===== src/rtl/mem_arbiter_pkg.sv =====
// Shared types for the core-to-RAM arbiter: FSM state, grant record, sizing constants.
// Combinational picker and registered FSM both import this.
package mem_arbiter_pkg;

  localparam int ARB_NCORES  = 2;
  localparam int ARB_TIMEOUT = 64;
  localparam int ARB_CNT_W   = $clog2(ARB_TIMEOUT);
  localparam int CORE_W      = (ARB_NCORES > 1) ? $clog2(ARB_NCORES) : 1;

  typedef logic [CORE_W-1:0] core_t;

  typedef enum logic {ARB_IDLE, ARB_BUSY} arb_state_t;

  typedef struct packed {
    core_t idx;
    logic  isI;
  } arb_grant_t;

  function automatic core_t next_core(core_t c);
    return (int'(c) == ARB_NCORES - 1) ? '0 : c + 1'b1;
  endfunction

endpackage


===== src/rtl/mem_arbiter_if.sv =====
// Requester and RAM side signals of the arbiter; arb is the arbiter view, tb the surrounding logic.
// Requests are held stable until the matching wait bit falls.
interface mem_arbiter_if
  import mem_arbiter_pkg::*;
#(
  parameter int NCORES = ARB_NCORES
);

  logic [NCORES-1:0]       iREN;
  logic [NCORES-1:0][31:0] iaddr;
  logic [NCORES-1:0]       iwait;
  logic [31:0]             iload;
  logic [NCORES-1:0]       dREN;
  logic [NCORES-1:0]       dWEN;
  logic [NCORES-1:0][31:0] daddr;
  logic [NCORES-1:0][31:0] dstore;
  logic [NCORES-1:0]       dwait;
  logic [31:0]             dload;
  logic                    ramREN;
  logic                    ramWEN;
  logic [31:0]             ramaddr;
  logic [31:0]             ramstore;
  logic [31:0]             ramload;
  logic                    ramready;
  logic                    err;

  modport arb (
    input  iREN, iaddr, dREN, dWEN, daddr, dstore, ramload, ramready,
    output iwait, iload, dwait, dload, ramREN, ramWEN, ramaddr, ramstore, err
  );

  modport tb (
    output iREN, iaddr, dREN, dWEN, daddr, dstore, ramload, ramready,
    input  iwait, iload, dwait, dload, ramREN, ramWEN, ramaddr, ramstore, err
  );

endinterface


===== src/rtl/mem_arbiter_rr_picker.sv =====
// Combinational winner search: cores from rr upward (wrapping), data before instruction within a core.
// Zero latency; no backpressure of its own.
module mem_arbiter_rr_picker
  import mem_arbiter_pkg::*;
#(
  parameter int NCORES = ARB_NCORES
) (
  input  logic [NCORES-1:0][1:0] req,   // [c][0] = data, [c][1] = instruction
  input  core_t                  rr,
  output logic                   valid,
  output arb_grant_t             grant
);

  always_comb begin
    core_t c;
    c     = '0;
    valid = 1'b0;
    grant = '0;
    for (int i = 0; i < NCORES; i++) begin
      c = core_t'((int'(rr) + i) % NCORES);
      if (!valid) begin
        if (req[c][0]) begin
          valid     = 1'b1;
          grant.idx = c;
          grant.isI = 1'b0;
        end else if (req[c][1]) begin
          valid     = 1'b1;
          grant.idx = c;
          grant.isI = 1'b1;
        end
      end
    end
  end

endmodule


===== src/rtl/mem_arbiter.sv =====
// Shares one single-ported RAM among the I/D ports of NCORES cores, one access at a time, round-robin.
// Strobe one cycle after grant; wait held until ramready; watchdog aborts after TIMEOUT busy cycles.
module mem_arbiter
  import mem_arbiter_pkg::*;
#(
  parameter int NCORES  = ARB_NCORES,
  parameter int TIMEOUT = ARB_TIMEOUT
) (
  input  logic       clk,
  input  logic       rst,
  mem_arbiter_if.arb bus
);

  localparam int CNT_W = $clog2(TIMEOUT);

  arb_state_t              state;
  arb_grant_t              grant;
  core_t                   rr;
  logic                    op_wr;
  logic [CNT_W-1:0]        cnt;
  logic [NCORES-1:0][1:0]  req;
  logic                    pick_vld;
  arb_grant_t              pick;
  logic                    pick_wr;
  logic [31:0]             pick_addr;
  logic [31:0]             pick_store;
  logic                    done;
  logic                    timeout;

  for (genvar c = 0; c < NCORES; c++) begin : g_req
    assign req[c] = {bus.iREN[c], bus.dREN[c] | bus.dWEN[c]};
  end

  mem_arbiter_rr_picker #(.NCORES(NCORES)) u_picker (
    .req   (req),
    .rr    (rr),
    .valid (pick_vld),
    .grant (pick)
  );

  assign pick_wr    = !pick.isI && bus.dWEN[pick.idx];
  assign pick_addr  = pick.isI ? bus.iaddr[pick.idx] : bus.daddr[pick.idx];
  assign pick_store = pick.isI ? 32'h0 : bus.dstore[pick.idx];

  assign done    = (state == ARB_BUSY) && bus.ramready;
  assign timeout = (state == ARB_BUSY) && !bus.ramready && (cnt == CNT_W'(TIMEOUT - 1));
  assign bus.err = timeout;

  // Load data is only forwarded if the requester still wants it; a withdrawn request drops the result.
  always_comb begin
    bus.iwait = bus.iREN;
    bus.dwait = bus.dREN | bus.dWEN;
    bus.iload = '0;
    bus.dload = '0;
    if (done) begin
      if (grant.isI) begin
        bus.iwait[grant.idx] = 1'b0;
        if (bus.iREN[grant.idx]) bus.iload = bus.ramload;
      end else begin
        bus.dwait[grant.idx] = 1'b0;
        if (!op_wr && bus.dREN[grant.idx]) bus.dload = bus.ramload;
      end
    end
  end

  always_ff @(posedge clk or posedge rst) begin
    if (rst) begin
      state        <= ARB_IDLE;
      rr           <= '0;
      grant        <= '0;
      op_wr        <= 1'b0;
      cnt          <= '0;
      bus.ramREN   <= 1'b0;
      bus.ramWEN   <= 1'b0;
      bus.ramaddr  <= '0;
      bus.ramstore <= '0;
    end else begin
      case (state)
        ARB_IDLE: begin
          cnt <= '0;
          if (pick_vld) begin
            grant        <= pick;
            op_wr        <= pick_wr;
            bus.ramREN   <= !pick_wr;
            bus.ramWEN   <= pick_wr;
            bus.ramaddr  <= pick_addr;
            bus.ramstore <= pick_store;
            state        <= ARB_BUSY;
          end
        end
        ARB_BUSY: begin
          if (bus.ramready || timeout) begin
            // On abort rr is left alone so the same requester is retried first.
            state        <= ARB_IDLE;
            cnt          <= '0;
            bus.ramREN   <= 1'b0;
            bus.ramWEN   <= 1'b0;
            bus.ramaddr  <= '0;
            bus.ramstore <= '0;
            if (bus.ramready) rr <= next_core(grant.idx);
          end else begin
            cnt <= cnt + 1'b1;
          end
        end
      endcase
    end
  end

endmodule

===== src/flat_wrapper.sv =====
// flat-port wrapper written by rule: the top's interface ports become plain ports
module mem_arbiter_flat import mem_arbiter_pkg::*;
#(
  parameter int NCORES  = ARB_NCORES,
  parameter int TIMEOUT = ARB_TIMEOUT
)
  (clk, rst, bus_iREN, bus_iaddr, bus_dREN, bus_dWEN, bus_daddr, bus_dstore, bus_ramload, bus_ramready, bus_iwait, bus_iload, bus_dwait, bus_dload, bus_ramREN, bus_ramWEN, bus_ramaddr, bus_ramstore, bus_err);
  mem_arbiter_if #(.NCORES(NCORES)) bus_i ();
  input  logic clk;
  input  logic rst;
  input wire logic [$bits(bus_i.iREN)-1:0] bus_iREN;
  input wire logic [$bits(bus_i.iaddr)-1:0] bus_iaddr;
  input wire logic [$bits(bus_i.dREN)-1:0] bus_dREN;
  input wire logic [$bits(bus_i.dWEN)-1:0] bus_dWEN;
  input wire logic [$bits(bus_i.daddr)-1:0] bus_daddr;
  input wire logic [$bits(bus_i.dstore)-1:0] bus_dstore;
  input wire logic [$bits(bus_i.ramload)-1:0] bus_ramload;
  input wire logic [$bits(bus_i.ramready)-1:0] bus_ramready;
  output wire logic [$bits(bus_i.iwait)-1:0] bus_iwait;
  output wire logic [$bits(bus_i.iload)-1:0] bus_iload;
  output wire logic [$bits(bus_i.dwait)-1:0] bus_dwait;
  output wire logic [$bits(bus_i.dload)-1:0] bus_dload;
  output wire logic [$bits(bus_i.ramREN)-1:0] bus_ramREN;
  output wire logic [$bits(bus_i.ramWEN)-1:0] bus_ramWEN;
  output wire logic [$bits(bus_i.ramaddr)-1:0] bus_ramaddr;
  output wire logic [$bits(bus_i.ramstore)-1:0] bus_ramstore;
  output wire logic [$bits(bus_i.err)-1:0] bus_err;
  assign bus_i.iREN = bus_iREN;
  assign bus_i.iaddr = bus_iaddr;
  assign bus_i.dREN = bus_dREN;
  assign bus_i.dWEN = bus_dWEN;
  assign bus_i.daddr = bus_daddr;
  assign bus_i.dstore = bus_dstore;
  assign bus_i.ramload = bus_ramload;
  assign bus_i.ramready = bus_ramready;
  assign bus_iwait = bus_i.iwait;
  assign bus_iload = bus_i.iload;
  assign bus_dwait = bus_i.dwait;
  assign bus_dload = bus_i.dload;
  assign bus_ramREN = bus_i.ramREN;
  assign bus_ramWEN = bus_i.ramWEN;
  assign bus_ramaddr = bus_i.ramaddr;
  assign bus_ramstore = bus_i.ramstore;
  assign bus_err = bus_i.err;
  mem_arbiter #(.NCORES(NCORES), .TIMEOUT(TIMEOUT)) u_core (.clk(clk), .rst(rst), .bus(bus_i));
endmodule

===== config.mk =====
export PLATFORM = sky130hd
export DESIGN_NAME = mem_arbiter_flat
export DESIGN_NICKNAME = d
export VERILOG_FILES = /design/src/rtl/mem_arbiter_pkg.sv /design/src/rtl/mem_arbiter_if.sv /design/src/rtl/mem_arbiter_rr_picker.sv /design/src/rtl/mem_arbiter.sv /design/src/flat_wrapper.sv
export SDC_FILE = /design/constraint.sdc
export NUM_CORES = 1
export LEC_CHECK = 0
export CORE_AREA = 2 2 141 143
export DETAILED_ROUTE_END_ITERATION = 7
export DIE_AREA = 0 0 143 145
export PLACE_DENSITY_LB_ADDON = 0.2
export SLEW_MARGIN = 15
export SYNTH_ARGS = -nofsm -noshare
export SYNTH_HDL_FRONTEND = slang
export SYNTH_SLANG_ARGS = --single-unit

===== constraint.sdc =====
create_clock -name clk -period 3.8 [get_ports clk]
set_clock_uncertainty 0.2 [all_clocks]
set_input_delay 1.14 -clock clk [delete_from_list [all_inputs] [get_ports clk]]
set_output_delay 1.14 -clock clk [all_outputs]
set_load 0.02 [all_outputs]

==> results by group <==
Clock tree
  • CTS tree: done
  • # hold bufs at CTS: 0
  • Worst-Skew Late Latency: 0.33 ns
  • H-tree Lvls: 3
  • Max Buffers Root-to-Sink: 2
  • Clock transition at path regs: roughly 0.060 ns
  • CTS buffer count: 9
  • CTS sink count: 77
  • Clock root cell: clkbuf_16

Power
  • Leak pwr: 3.98 nW
  • Pwr/cell area: 607 mW/mm^2
  • Max VDD drop: 0.301 mV

Route
  • Drt total wl: 19.7 mm
  • Post-route DRC: 0
  • Vias: 4982
  • Via density per instance: 4.63
  • DR pass1 iterations: 4
  • Initial DRC count: 169
  • ANT nets after route: 0
  • Average wire per standard cell: 18.3 microns

Floorplanning
  • DIE HEIGHT: approximately 150 microns
  • Initial Util: 25.0%
  • Core footprint: 0.0192 sq mm
  • Ports: 368
  • Full die area: 0.0207 sq mm
  • Die W: roughly 140 microns
  • Site Rows: 51

Cells and area
  • Area growth syn-to-layout: 91.7%
  • Share of layout cells above drive strength 1: 18.8%
  • Layout Cells excl Fill: 1077
  • Post-layout nets: 1041
  • N_diodes: 0
  • Finished Core Util: 47.9%

Setup path
  • CP arrival: 2.38 ns
  • CP Max Fanout: 16
  • Crit path launch type: primary input
  • Critical Path RT: 2.46 ns
  • Crit. End Element: primary output
  • Critical path class: in -> out

Job
  • MaxCap Viol Count: 0

STA
  • Number of hold violations in the final report: 0
  • RSZ-0062 raised after global routing: false
  • Tightest Pin Transition: 0.670 ns
  • Setup TNS: 0 ns
  • Tmin final: 3.72 ns
  • Finish-stage setup viols: 0
  • Slew HR: 55.3%
  • Max Fclk: 0.268 GHz
  • Fin crit share: 98.0%
  • Max Slew Vio Count: 0

Synthesis
  • Synth cell types: 37
  • EDFF count, synth: 0
  • Synth Net Count: 670
  • Sequential area share after synthesis: around two fifths
  • Post-synth top cells: mux2i_1, dfrtp_1, and2_1, o21ai_0, o2bb2ai_1
  • Synth area leader: dfrtp_1
  • Mapped Area: 0.00480 sq mm
  • YS warnings: 0
  • Mean post-synth cell area: between 10 and 15 sq um
  • Seq cells post-synth: 77
  • Synth top area share: 40.1%
  • Most common cell in the netlist: mux2i_1
  • Dominant cells by area after synthesis: dfrtp_1, mux2i_1, o221ai_2
  • Post-synthesis cell count: 436
  • Async set or reset register ratio after synthesis: 100%
  • Main synth FF type: dfrtp_1

GRT
  • All-layer global routing usage: a little under a fifth
  • Largest net degree at the start of global routing: 43
  • Global-route wire length before repair: 29.5 mm
  • GRT overflow: 0
  • Vias in the first global route: roughly 5500
  • Initial antenna violation count: 1

Hold path
  • Worst Hold Class: reg -> reg

Place
  • DP HPWL: 15.2 mm
  • Routability cong.: about 0.83
  • Number of I/O port buffers: between 300 and 400
  • Post-Place Cells: between 1000 and 1500

Status
  • Outcome: complete, no violations
worst max-delay path, cell delays in order:
cell,delay (ns)
dlygate4sd2_1,0.27
nand3_2,0.12
nor2_4,0.25
clkbuf_16,0.21
and2_1,0.13
clkdlybuf4s15_2,0.26
layout by cell type (no fill, tap or decap), types with 3 or more instances in the layout:
cell	n
nand3_1	3
buf_6	3
inv_1	3
o21ai_1	5
nor2_1	6
and2_1	66
dfrtp_1	77
clkinv_2	3
dlymetal6s2s_1	3
buf_12	8
clkdlybuf4s15_2	30
buf_2	32
o2bb2ai_1	33
dlygate4sd2_1	7
buf_4	21
nor3_1	4
clkbuf_16	11
o21ai_0	32
mux2i_1	96
nand2_1	3
a21oi_1	3
clkdlybuf4s50_1	293
or3_1	3
o221ai_2	30
cell families after synthesis:
group	count (synthesis)	synth area share, %
xor gates and xnor gates	3	0.547
adders and majority gates	1	0.261
muxes	98	20.4
AOI/OAI and AO/OA	117	21.9
and+or+nand+nor	97	12.0
DFF	77	40.1
buffers and inverters	43	4.77
cell type report:
class                      count  area [sq um]
clock buffer                  12           246
clock inverter                 4          47.5
fill                        1745         10000
inverter                       4          16.3
multi-input combinational    316          2700
sequential                    77          1930
tap                          265           332
timing repair buffer         399          3930
metrics by stage:
stage               worst slack (ns)  area [sq um]  power [W]  hold WS [ns]
global placement              -0.566          8920    0.00472         0.253
global route                 0.00521          9200    0.00589         0.294
detailed placement            -0.619          8920    0.00478         0.262
finish                        0.0753          9200    0.00558         0.262
CTS                          0.00271          9130    0.00565         0.270
floorplan                      0.336          4800    0.00319         0.231
flip-flops by register name, summed over array words and instances (netlist names):
name and flops:
u_core.bus.ramaddr 32, u_core.bus.ramstore 32, u_core.cnt 6, u_core.grant 2, u_core.bus.ramREN 1, u_core.bus.ramWEN 1
u_core.op_wr 1, u_core.rr 1, u_core.state 1
worst paths after layout:
kind | slack [ns] | cells past startpoint | startpoint | to
setup / recovery | 0.08 | 6 | bus_ramready | bus_iload[27]
hold / removal | 0.26 | 1 | u_core.cnt[0] | u_core.cnt[0]
setup reg to reg | 1.67 | 4 | u_core.rr | u_core.bus.ramaddr[10]
hold reg to reg | 0.26 | 1 | u_core.cnt[0] | u_core.cnt[0]
max in group asynchronous | 1.74 | 3 | rst | u_core.bus.ramstore[25]
min in group asynchronous | 1.00 | 2 | rst | u_core.bus.ramstore[29]
per-layer routing:
layer | global-route usage, % | routed length [microns] | vias up
met5 | 0 | 0 | -
met4 | 6.24 | 410 | 0
met3 | 3.63 | 1430 | 27
met2 | 35.8 | 10700 | 227
met1 | 19.0 | 7150 | 2355
li1 | - | - | 2373
report_power, final:
group | switching [W] | internal, W
clock network | 0.000329 | 0.000525
logic | 0.00167 | 0.00162
registers | 0.000243 | 0.00120
what timing repair did:
| action | CTS | global route |
|---|---|---|
| pin swaps | 1 | 0 |
| resized for setup | 242 | 8 |
| setup buffers | 1 | 0 |
| endpoints found under the setup margin | 69 | 32 |
| cloned | 2 | 2 |
| endpoints found under the hold margin | 0 | 0 |
No activity file was read; power rests on OpenSTA's default activity.
